--- config.mk ---
export PLATFORM = sky130hd
export DESIGN_NAME = dice_roll_engine
export DESIGN_NICKNAME = d
export VERILOG_FILES = /design/src/rtl/dice_roll_engine.sv
export SDC_FILE = /design/constraint.sdc
export NUM_CORES = 1
export LEC_CHECK = 0
export ABC_AREA = 1
export CAP_MARGIN = 30
export CELL_PAD_IN_SITES_DETAIL_PLACEMENT = 0
export CELL_PAD_IN_SITES_GLOBAL_PLACEMENT = 2
export CORE_UTILIZATION = 39
export DETAILED_ROUTE_END_ITERATION = 12
export PLACE_DENSITY = 0.95
export SYNTH_ARGS = -nofsm -noshare
export SYNTH_HDL_FRONTEND = slang
export SYNTH_SLANG_ARGS = --single-unit
--- constraint.sdc ---
create_clock -name clk -period 6.2 [get_ports clk]
set_clock_uncertainty 0.2 [all_clocks]
set_input_delay 0.62 -clock clk [delete_from_list [all_inputs] [get_ports clk]]
set_output_delay 0.62 -clock clk [all_outputs]
set_load 0.01 [all_outputs]
--- src/rtl/dice_roll_engine.sv ---
// -----------------------------------------------------------------------------
// dice_roll_engine
//
// Multi-channel dice roller. A shared prescaler produces a one-cycle roll tick
// every TICK_DIV clocks. Each channel has its own free-running 16-bit LFSR and
// a small FSM (IDLE / ROLLING / HELD / LOCK). A channel whose start key is held
// draws a new face value 1..FACES on every tick. A global finish level locks
// every channel, keeping its value. The sum of all dice is registered one cycle
// behind the dice values.
//
// Ports
//   clk      in   system clock (1 kHz nominal)
//   rst_n    in   asynchronous active-low reset
//   start    in   [N_CH]     per-channel roll request (level, debounced)
//   finish   in   1          global lock request (level)
//   dice     out  [N_CH*W]   packed die values, channel i at [i*W +: W]; 0 = never rolled
//   rolling  out  [N_CH]     channel is in ROLLING
//   held     out  [N_CH]     channel is in HELD
//   locked   out  1          finish lock active (registered finish)
//   tick     out  1          one-cycle pulse at each roll tick
//   clk_div  out  1          square wave toggling on every tick
//   sum      out  [W+clog2(N_CH+1)]  registered sum of all dice
// -----------------------------------------------------------------------------
module dice_roll_engine #(
    parameter int          N_CH     = 2,
    parameter int          W        = 4,
    parameter int          FACES    = 6,
    parameter int          TICK_DIV = 200,
    parameter logic [15:0] SEED     = 16'hACE1
) (
    input  logic                            clk,
    input  logic                            rst_n,
    input  logic [N_CH-1:0]                 start,
    input  logic                            finish,
    output logic [N_CH*W-1:0]               dice,
    output logic [N_CH-1:0]                 rolling,
    output logic [N_CH-1:0]                 held,
    output logic                            locked,
    output logic                            tick,
    output logic                            clk_div,
    output logic [W+$clog2(N_CH+1)-1:0]     sum
);

    localparam int             CW       = $clog2(TICK_DIV);
    localparam int             SW       = W + $clog2(N_CH + 1);
    localparam logic [CW-1:0]  CNT_LAST = CW'(TICK_DIV - 1);

    typedef enum logic [1:0] {
        ST_IDLE = 2'd0,
        ST_ROLL = 2'd1,
        ST_HELD = 2'd2,
        ST_LOCK = 2'd3
    } state_t;

    // Per-channel seed; an all-zero seed would freeze the LFSR, so it is
    // replaced with 1.
    function automatic logic [15:0] seed_of(input int ch);
        logic [15:0] s;
        s = SEED ^ 16'(ch * 32'h0000_1F35);
        if (s == 16'h0000) begin
            s = 16'h0001;
        end else begin
            s = s;
        end
        return s;
    endfunction

    // One shift of the Fibonacci LFSR (taps 16,14,13,11).
    function automatic logic [15:0] lfsr_next(input logic [15:0] l);
        return {l[14:0], l[15] ^ l[13] ^ l[12] ^ l[10]};
    endfunction

    // Map the low LFSR byte onto a face value 1..FACES.
    function automatic logic [W-1:0] draw(input logic [15:0] l);
        logic [7:0] r;
        r = (l[7:0] % 8'(FACES)) + 8'd1;
        return W'(r);
    endfunction

    logic [CW-1:0]              cnt_r;
    logic [CW-1:0]              cnt_nxt_s;
    logic                       tick_r;
    logic                       clk_div_r;
    logic                       locked_r;
    logic [N_CH-1:0][15:0]      lfsr_r;
    logic [N_CH-1:0][W-1:0]     dice_r;
    logic [N_CH-1:0][W-1:0]     dice_nxt_s;
    state_t                     state_r     [N_CH];
    state_t                     state_nxt_s [N_CH];
    logic [N_CH-1:0]            rolling_r;
    logic [N_CH-1:0]            held_r;
    logic [SW-1:0]              sum_r;
    logic [SW-1:0]              sum_s;

    // Prescaler next count: wraps from TICK_DIV-1 straight to 0.
    always_comb begin
        if (cnt_r == CNT_LAST) begin
            cnt_nxt_s = '0;
        end else begin
            cnt_nxt_s = cnt_r + CW'(1);
        end
    end

    // Per-channel next state and next die value; finish overrides everything,
    // including a tick arriving on the same edge.
    always_comb begin
        for (int i = 0; i < N_CH; i++) begin
            state_nxt_s[i] = state_r[i];
            dice_nxt_s[i]  = dice_r[i];
            if (finish) begin
                state_nxt_s[i] = ST_LOCK;
            end else begin
                case (state_r[i])
                    ST_IDLE: begin
                        if (start[i]) begin
                            state_nxt_s[i] = ST_ROLL;
                        end else begin
                            state_nxt_s[i] = ST_IDLE;
                        end
                    end
                    ST_ROLL: begin
                        // The draw uses the LFSR value before this edge's shift.
                        if (tick_r) begin
                            dice_nxt_s[i] = draw(lfsr_r[i]);
                        end else begin
                            dice_nxt_s[i] = dice_r[i];
                        end
                        if (!start[i]) begin
                            state_nxt_s[i] = ST_HELD;
                        end else begin
                            state_nxt_s[i] = ST_ROLL;
                        end
                    end
                    ST_HELD: begin
                        if (start[i]) begin
                            state_nxt_s[i] = ST_ROLL;
                        end else begin
                            state_nxt_s[i] = ST_HELD;
                        end
                    end
                    ST_LOCK: begin
                        // A channel that never drew a value returns to IDLE.
                        if (dice_r[i] != '0) begin
                            state_nxt_s[i] = ST_HELD;
                        end else begin
                            state_nxt_s[i] = ST_IDLE;
                        end
                    end
                    default: begin
                        state_nxt_s[i] = ST_IDLE;
                    end
                endcase
            end
        end
    end

    // Combinational sum of the currently registered dice values.
    always_comb begin
        sum_s = '0;
        for (int i = 0; i < N_CH; i++) begin
            sum_s = sum_s + SW'(dice_r[i]);
        end
    end

    // Prescaler, tick pulse, divided clock, lock flag and registered sum.
    always_ff @(posedge clk or negedge rst_n) begin
        if (!rst_n) begin
            cnt_r     <= '0;
            tick_r    <= 1'b0;
            clk_div_r <= 1'b0;
            locked_r  <= 1'b0;
            sum_r     <= '0;
        end else begin
            cnt_r     <= cnt_nxt_s;
            tick_r    <= (cnt_nxt_s == CNT_LAST);
            if (tick_r) begin
                clk_div_r <= ~clk_div_r;
            end
            locked_r  <= finish;
            sum_r     <= sum_s;
        end
    end

    // Channel FSMs, LFSRs and die values with registered status decodes.
    always_ff @(posedge clk or negedge rst_n) begin
        if (!rst_n) begin
            for (int i = 0; i < N_CH; i++) begin
                lfsr_r[i]    <= seed_of(i);
                dice_r[i]    <= '0;
                state_r[i]   <= ST_IDLE;
                rolling_r[i] <= 1'b0;
                held_r[i]    <= 1'b0;
            end
        end else begin
            for (int i = 0; i < N_CH; i++) begin
                lfsr_r[i]    <= lfsr_next(lfsr_r[i]);
                dice_r[i]    <= dice_nxt_s[i];
                state_r[i]   <= state_nxt_s[i];
                rolling_r[i] <= (state_nxt_s[i] == ST_ROLL);
                held_r[i]    <= (state_nxt_s[i] == ST_HELD);
            end
        end
    end

    assign dice    = dice_r;
    assign rolling = rolling_r;
    assign held    = held_r;
    assign locked  = locked_r;
    assign tick    = tick_r;
    assign clk_div = clk_div_r;
    assign sum     = sum_r;

endmodule

==> results.yml, run 1 <==
grt:
  grtUsageTotal_pct: 14.5
  pin_count_of_the_biggest_net_entering_global_routing: 65
  gr-total-overflow: 0
  first_global_vias: 1814
  initial_antenna_violation_count: 0
  first_pass_grt_wire_length_mm: 8.13
synth:
  synth_nets: 316
  postSynth.topFlopCell: "dfrtp_1"
  yosys.area_share.xor_xnor_pct: 3.41
  synth-compound-area-share_pct: 5.05
  post_synth_inst_count: 294
  syn_area_per_cell_um2: 9.61
  synth_mux_area_share_pct: 0
  synth_largest_type_area_fraction_pct: 41.6
  post_synth_adder_cell_area_pct: 7.79
  yosys.area_share.simple_pct: 20.4
  top_cell_type_by_total_area_after_synthesis: "dfrtp_1"
  synth-seq-area-share_pct: 57.4
  ys_ff_latch: 64
  netlist_area_mm2: 0.00283
  ys_warn_count: 0
  number_of_enable_flip_flop_cells_after_synthesis: 0
  synth_top_family_by_area: "simple AND/OR/NAND/NOR gates"
  ys_types: 27
  ys_top_cells_by_area: "dfrtp_1 (42%), dfstp_2 (16%), nand2_1 (9.7%), ha_1 (7.1%), inv_1 (5.3%)"
  asyncSetResetFlopFracSynth_pct: 100
clock_network:
  cts_resized: 0
  cts.repair_timing.setup_buffer_count: 0
  htree_num_levels: 3
  cts_hold_buf: 0
  cts-buffers-inserted: 9
  cts_sinks: 64
  max-clock-path-buffers: 2
  clock_tree.root_cell: "clkbuf_8"
  cts_tree: "done"
  cts.clk_slew.worst_paths_ns: 0.07
  worstSkewPairLatency_ns: 0.34
timing:
  setup-violations-final: 0
  fmax_mhz: 393
  grt_setup_unrepaired: "no"
  timing.final.hold_violations: 0
  setup_tns_ns: 0
  timing.max_slew.rel_slack_pct: 48.9
  period_minus_slack_ns: 2.55
  report.final.slew_viol_count: 0
  final.period_utilization_pct: 41.1
  worst_slew_pin_slew_ns: 0.767
pwr:
  power.ir.vdd_worst_uv: 124
  power.density_mw_per_mm2: 235
  leakage_nw: 1.77
layout:
  layout-drive-gt1-share_pct: 13.2
  fillCellCount: 658
  syn2layout_area_growth_pct: 19.0
  seq_area_mm2: 0.00162
  nNetsFinal: 351
  antenna_cells: 0
  utilization_pct: 48.7
  multi_input_area_mm2: 0.00104
routing:
  postRouteWirelength_mm: 4.62
  detailed_route_drc_error_count: 0
  first_pass_iters: 3
  post_drt_via_cell_ratio: 4.42
  post_drt_wl_per_cell_um: 10.7
  antenna_viol_nets_final: 0
  route.vias.total: 1902
  dr.first_iter.drc_count: 120
die:
  std_cell_rows: 30
  die_width_um: 87.1
  pin_count: 26
  die-area_mm2: 0.00759
  start_util_pct: 40.9
  coreArea_mm2: 0.00691
  die_y_um: 87.1
place:
  detailed_place_hpwl_mm: 3.37
  io_buffer_count: 24
  gp_congestion: 0.736
hold_path:
  min_to: "lfsr_r[10]"
  hold_path_startpoint: "lfsr_r[9]"
  worst_hold_path_type: "reg2reg"
  holdPathStages: 0
run:
  drv.max_cap_violation_count: 0
critical_path:
  worst_r2r_startpoint: "lfsr_r[7]"
  crit_path_start_kind: "flop"
  crit_path_end_kind: "flop"
  critPathKind: "reg2reg"
  critPathArrivalTime_ns: 2.58
  reg2reg_slack_ns: 3.65
  worst_ep_required_time_ns: 6.23
  depth_of_the_worst_register_to_register_path: 16
  crit-reg2reg-capture: "dice[2]"
  crit_start: "lfsr_r[7]"
  critical_path.max_fanout: 4
outcome:
  outcome: "finished, final reports clean"
cells in the mapped netlist, drive strengths merged (2+ instances only):
cell type,number
a21oi,7
dfrtp,47
dfstp,17
ha,16
inv,42
nand2,77
nand3,27
nand4,4
nor2,17
nor3,3
o211ai,2
o21ai,15
o41ai,2
xnor2,7
xor2,4
per-layer routing:
layer / vias up / GRT usage [%] / routed length (um)
li1: 1005 / - / -
met1: 862 / 18.9 / 2320
met2: 25 / 21.8 / 2030
met3: 10 / 3.22 / 140
met4: 0 / 9.39 / 127
met5: - / 0 / 0
per-stage QoR:
stage	instances	power (mW)	setup WS, ns	hold WS [ns]	instance area (um2)
after detailed placement	414	0.479	3.66	0.137	3180
after global routing	430	0.829	3.43	0.157	3360
after global placement	414	0.478	3.69	0.137	3180
after floorplan	294	0.455	3.85	0.124	2830
after CTS	430	0.803	3.64	0.150	3360
final	430	0.790	3.65	0.150	3360
power by group:
group | switching, mW | internal, mW | leakage (nW)
logic | 0.0246 | 0.0165 | 0.895
clock network | 0.155 | 0.165 | 0.0951
registers | 0.00352 | 0.425 | 0.783
placed cells by master, fill, tap and decap left out, types with 4 or more instances in the layout:
master           instances
nand2_2                  4
a21oi_1                  7
xor2_1                   4
inv_1                   40
xnor2_1                  7
dfstp_2                 17
o21ai_1                  5
ha_1                    16
nor2_1                  16
dfrtp_1                 47
nand3_1                 27
clkdlybuf4s50_1         23
o21ai_0                 10
nand2_1                 73
clkbuf_8                11
how the worst max path moves through the flow:
| stage | endpoint | depth (start not counted) | slack, ns |
|---|---|---|---|
| 6_report | dice[2] | 16 | 3.65 |
| 5_1_grt | dice[3] | 19 | 3.43 |
| 4_1_cts | dice[2] | 16 | 3.64 |
| 3_5_place_dp | dice[2] | 16 | 3.66 |
| 3_3_place_gp | dice[2] | 14 | 3.69 |
| 2_1_floorplan | dice[2] | 14 | 3.85 |
layout make-up:
type / count / area share (%)
Multi-Input combinational cell: 187 / 30.9
Timing Repair Buffer: 25 / 7.21
Clock inverter: 5 / 0.930
Clock buffer: 11 / 4.50
Tap cell: 96 / 3.57
Sequential cell: 64 / 48.2
Inverter: 42 / 4.69
critical path: stages, from the launching register on:
cell      delay [ns]
dfstp_2         0.55
inv_1           0.07
nand2_1         0.06
nand3_1         0.08
o211ai_1        0.13
nand2_1         0.10
nand2_2         0.09
nand2_1         0.06
nand2_1         0.09
nand3_1         0.11
and2_4          0.17
ha_1            0.27
nand2_1         0.08
nand2_2         0.07
or2_1           0.20
nand3_1         0.07
nand2_1         0.05
registers in the layout, summed over array words and instances, names as in the netlist:
register,count
state_r,4
cnt_r,8
tick,1
lfsr_r,32
locked,1
held,2
rolling,2
clk_div,1
dice,8
sum,5
logic make-up (layout without fill, tap and decap cells):
kind of cell | count (synthesis) | count (layout)
AOI/OAI and AO/OA | 26 | 26
adders and majority gates | 17 | 17
buffers and inverters | 43 | 83
DFF | 64 | 64
xor gates and xnor gates | 11 | 11
other | 1 | 1
and+or+nand+nor | 132 | 132
(Power assumes the default switching activity.)
==> run 2: changes to the inputs <==
CORE_UTILIZATION = 36   (was 39)
PLACE_DENSITY = 0.89   (was 0.95)
clock period = 2.4 ns   (was 6.2 ns; I/O delays follow)
==> run 2 against run 1 <==
  * Critical path depth grew 1
  * Via count grew 7.5%
  * Sequential share of layout area shrank 5.3 points
  * Die area grew 8.1%
  * The flow now finishes with violations (setup timing)
  * Sequential power grew to 2.6 times the previous value
==> results.yml, run 2 (synthesis gave the netlist of run 1 again) <==
outcome:
  outcome: "complete, but fails checks"
  violations: "setup timing"
grt:
  grtUsageTotal_pct: 14.0
  first_pass_grt_wire_length_mm: 9.07
  pin_count_of_the_biggest_net_entering_global_routing: 44
  initial_antenna_violation_count: 0
  gr-total-overflow: 0
  first_global_vias: 2066
routing:
  first_pass_iters: 5
  postRouteWirelength_mm: 5.32
  post_drt_wl_per_cell_um: 11.9
  dr.first_iter.drc_count: 71
  post_drt_via_cell_ratio: 4.56
  detailed_route_drc_error_count: 0
  antenna_viol_nets_final: 0
  route.vias.total: 2044
die:
  die_y_um: 90.6
  start_util_pct: 38.2
  die_width_um: 90.6
  std_cell_rows: 31
  die-area_mm2: 0.00821
  coreArea_mm2: 0.00741
  pin_count: 26
layout:
  largest_register_ff_count: 32
  layout_common_cells: "nand2_1 (50), dfrtp_1 (47), inv_1 (35), clkdlybuf4s50_1 (23), nand2_2 (20)"
  syn2layout_area_growth_pct: 33.6
  layout-drive-gt1-share_pct: 30.7
  fillCellCount: 683
  antenna_cells: 0
  registers.top_by_ff_count: "lfsr_r"
  utilization_pct: 51.0
  final_common_cell: "nand2_1"
  nNetsFinal: 366
  post-route-cell-area_mm2: 0.00378
place:
  io_buffer_count: 24
  dpl_ws_ns: -0.117
  detailed_place_hpwl_mm: 3.48
  dpl_cell_area_mm2: 0.00324
  gp_congestion: 0.708
critical_path:
  cpMostUsedCell: "nand2_2"
  reg2reg_slack_ns: -0.14
  timing.critical_path.cells: "inv_2 -> nand2_2 -> nand3_2 -> o211ai_1 -> nand4_1 -> nand2_2 -> nand2_2 -> nand2_2 -> and2_4 -> ha_4 -> nand3_1 -> nand2_1 -> nand2_1 -> inv_1 -> nand4_1 -> nand3_1 -> nand2_1"
  worst-path-stages: 17
  path_delay_family: "simple AND/OR/NAND/NOR gates"
  crit_path_start_kind: "flop"
  depth_of_the_worst_register_to_register_path: 17
  crit-reg2reg-capture: "dice[3]"
  critical_path_buf_inv_count: 2
  worst_ep_required_time_ns: 2.42
  critical_path.max_fanout: 4
  crit_path_end_kind: "flop"
  crit_path_max_incr_delay_ns: 0.57
  worst_r2r_startpoint: "lfsr_r[7]"
  timing.critical_path.slowest_stage_cell: "dfstp_2"
  critPathKind: "reg2reg"
  critPathArrivalTime_ns: 2.56
clock_network:
  cts-buffers-inserted: 9
  max-clock-path-buffers: 2
  cts_tree: "done"
  clock_tree.root_cell: "clkbuf_8"
  htree_num_levels: 3
  worstSkewPairLatency_ns: 0.34
  cts_sinks: 64
  cts.clk_slew.worst_paths_ns: 0.07
pwr:
  power.density_mw_per_mm2: 551
  leakage_nw: 1.87
  power.ir.vdd_worst_uv: 417
hold_path:
  hold_path_startpoint: "lfsr_r[14]"
  holdPathStages: 0
  min_to: "lfsr_r[15]"
  worst_hold_path_type: "reg2reg"
timing:
  setup-violations-final: 2
  grt_setup_unrepaired: "yes"
  final.period_utilization_pct: 106
  worst_slew_pin_slew_ns: 0.514
  timing.max_slew.rel_slack_pct: 65.7
  period_minus_slack_ns: 2.54
  setup_tns_ns: -0.253
  timing.final.hold_violations: 0
  fmax_mhz: 394
  report.final.slew_viol_count: 0
  layout_setup_ws_ns: -0.136
run:
  drv.max_cap_violation_count: 0
[run 2: repair_timing]
item | in CTS | in global routing
pin swaps | 30 | 32
endpoints found under the hold margin | 18 | 0
setup buffers | 5 | 3
hold buffers | 1 | 0
gates resized for setup | 31 | 40
endpoints found under the setup margin | 5 | 6
[run 2: power by group]
| part | internal [mW] | total, mW | switching, mW |
|---|---|---|---|
| Sequential | 1.10 | 1.11 | 0.0100 |
| Combinational | 0.0459 | 0.110 | 0.0644 |
| Clock | 0.475 | 0.860 | 0.385 |
| Total | 1.62 | 2.08 | 0.459 |
[run 2: final cells by class]
type	count	area, um2	share of cell area [%]
Clock buffer	12	135	3.58
Clock inverter	4	45.0	1.19
Inverter	42	163	4.31
Multi-Input combinational cell	187	1310	34.8
Sequential cell	64	1620	43.0
Tap cell	99	124	3.28
Timing Repair Buffer	40	374	9.91
[run 2: stage by stage]
| step | power (mW) | cells | hold WS, ns |
|---|---|---|---|
| 3_3_place_gp | 1.24 | 423 | 0.0457 |
| 3_5_place_dp | 1.24 | 423 | 0.0490 |
| 4_1_cts | 2.11 | 445 | 0.150 |
| 2_1_floorplan | 1.18 | 294 | -0.256 |
| 5_1_grt | 2.18 | 448 | 0.155 |
| 6_report | 2.08 | 448 | 0.149 |
[run 2: worst reg2reg max path, stage by stage, from the launching register on]
cell	delay (ns)
dfstp_2	0.57
inv_2	0.07
nand2_2	0.07
nand3_2	0.06
o211ai_1	0.11
nand4_1	0.24
nand2_2	0.18
nand2_2	0.07
nand2_2	0.07
and2_4	0.16
ha_4	0.12
nand3_1	0.06
nand2_1	0.07
nand2_1	0.06
inv_1	0.07
nand4_1	0.09
nand3_1	0.10
nand2_1	0.06
[run 2: layer usage]
| metal | global-route usage (%) | part of all wire (%) | up-vias | wire length, um |
|---|---|---|---|---|
| met3 | 5.47 | 4.0 | 2 | 215 |
| li1 | - | - | 1034 | - |
| met1 | 17.8 | 46 | 971 | 2460 |
| met4 | 2.82 | 0.41 | 0 | 22 |
| met2 | 22.7 | 49 | 37 | 2620 |
| met5 | 0 | 0 | - | 0 |
[run 2: worst max-delay path by stage]
stage | from | to | slack [ns]
floorplan | lfsr_r[6] | dice[2] | 0.05
global placement | lfsr_r[7] | dice[2] | -0.08
detailed placement | lfsr_r[7] | dice[2] | -0.12
CTS | lfsr_r[7] | dice[2] | -0.09
global route | lfsr_r[7] | dice[3] | -0.27
finish | lfsr_r[7] | dice[3] | -0.14
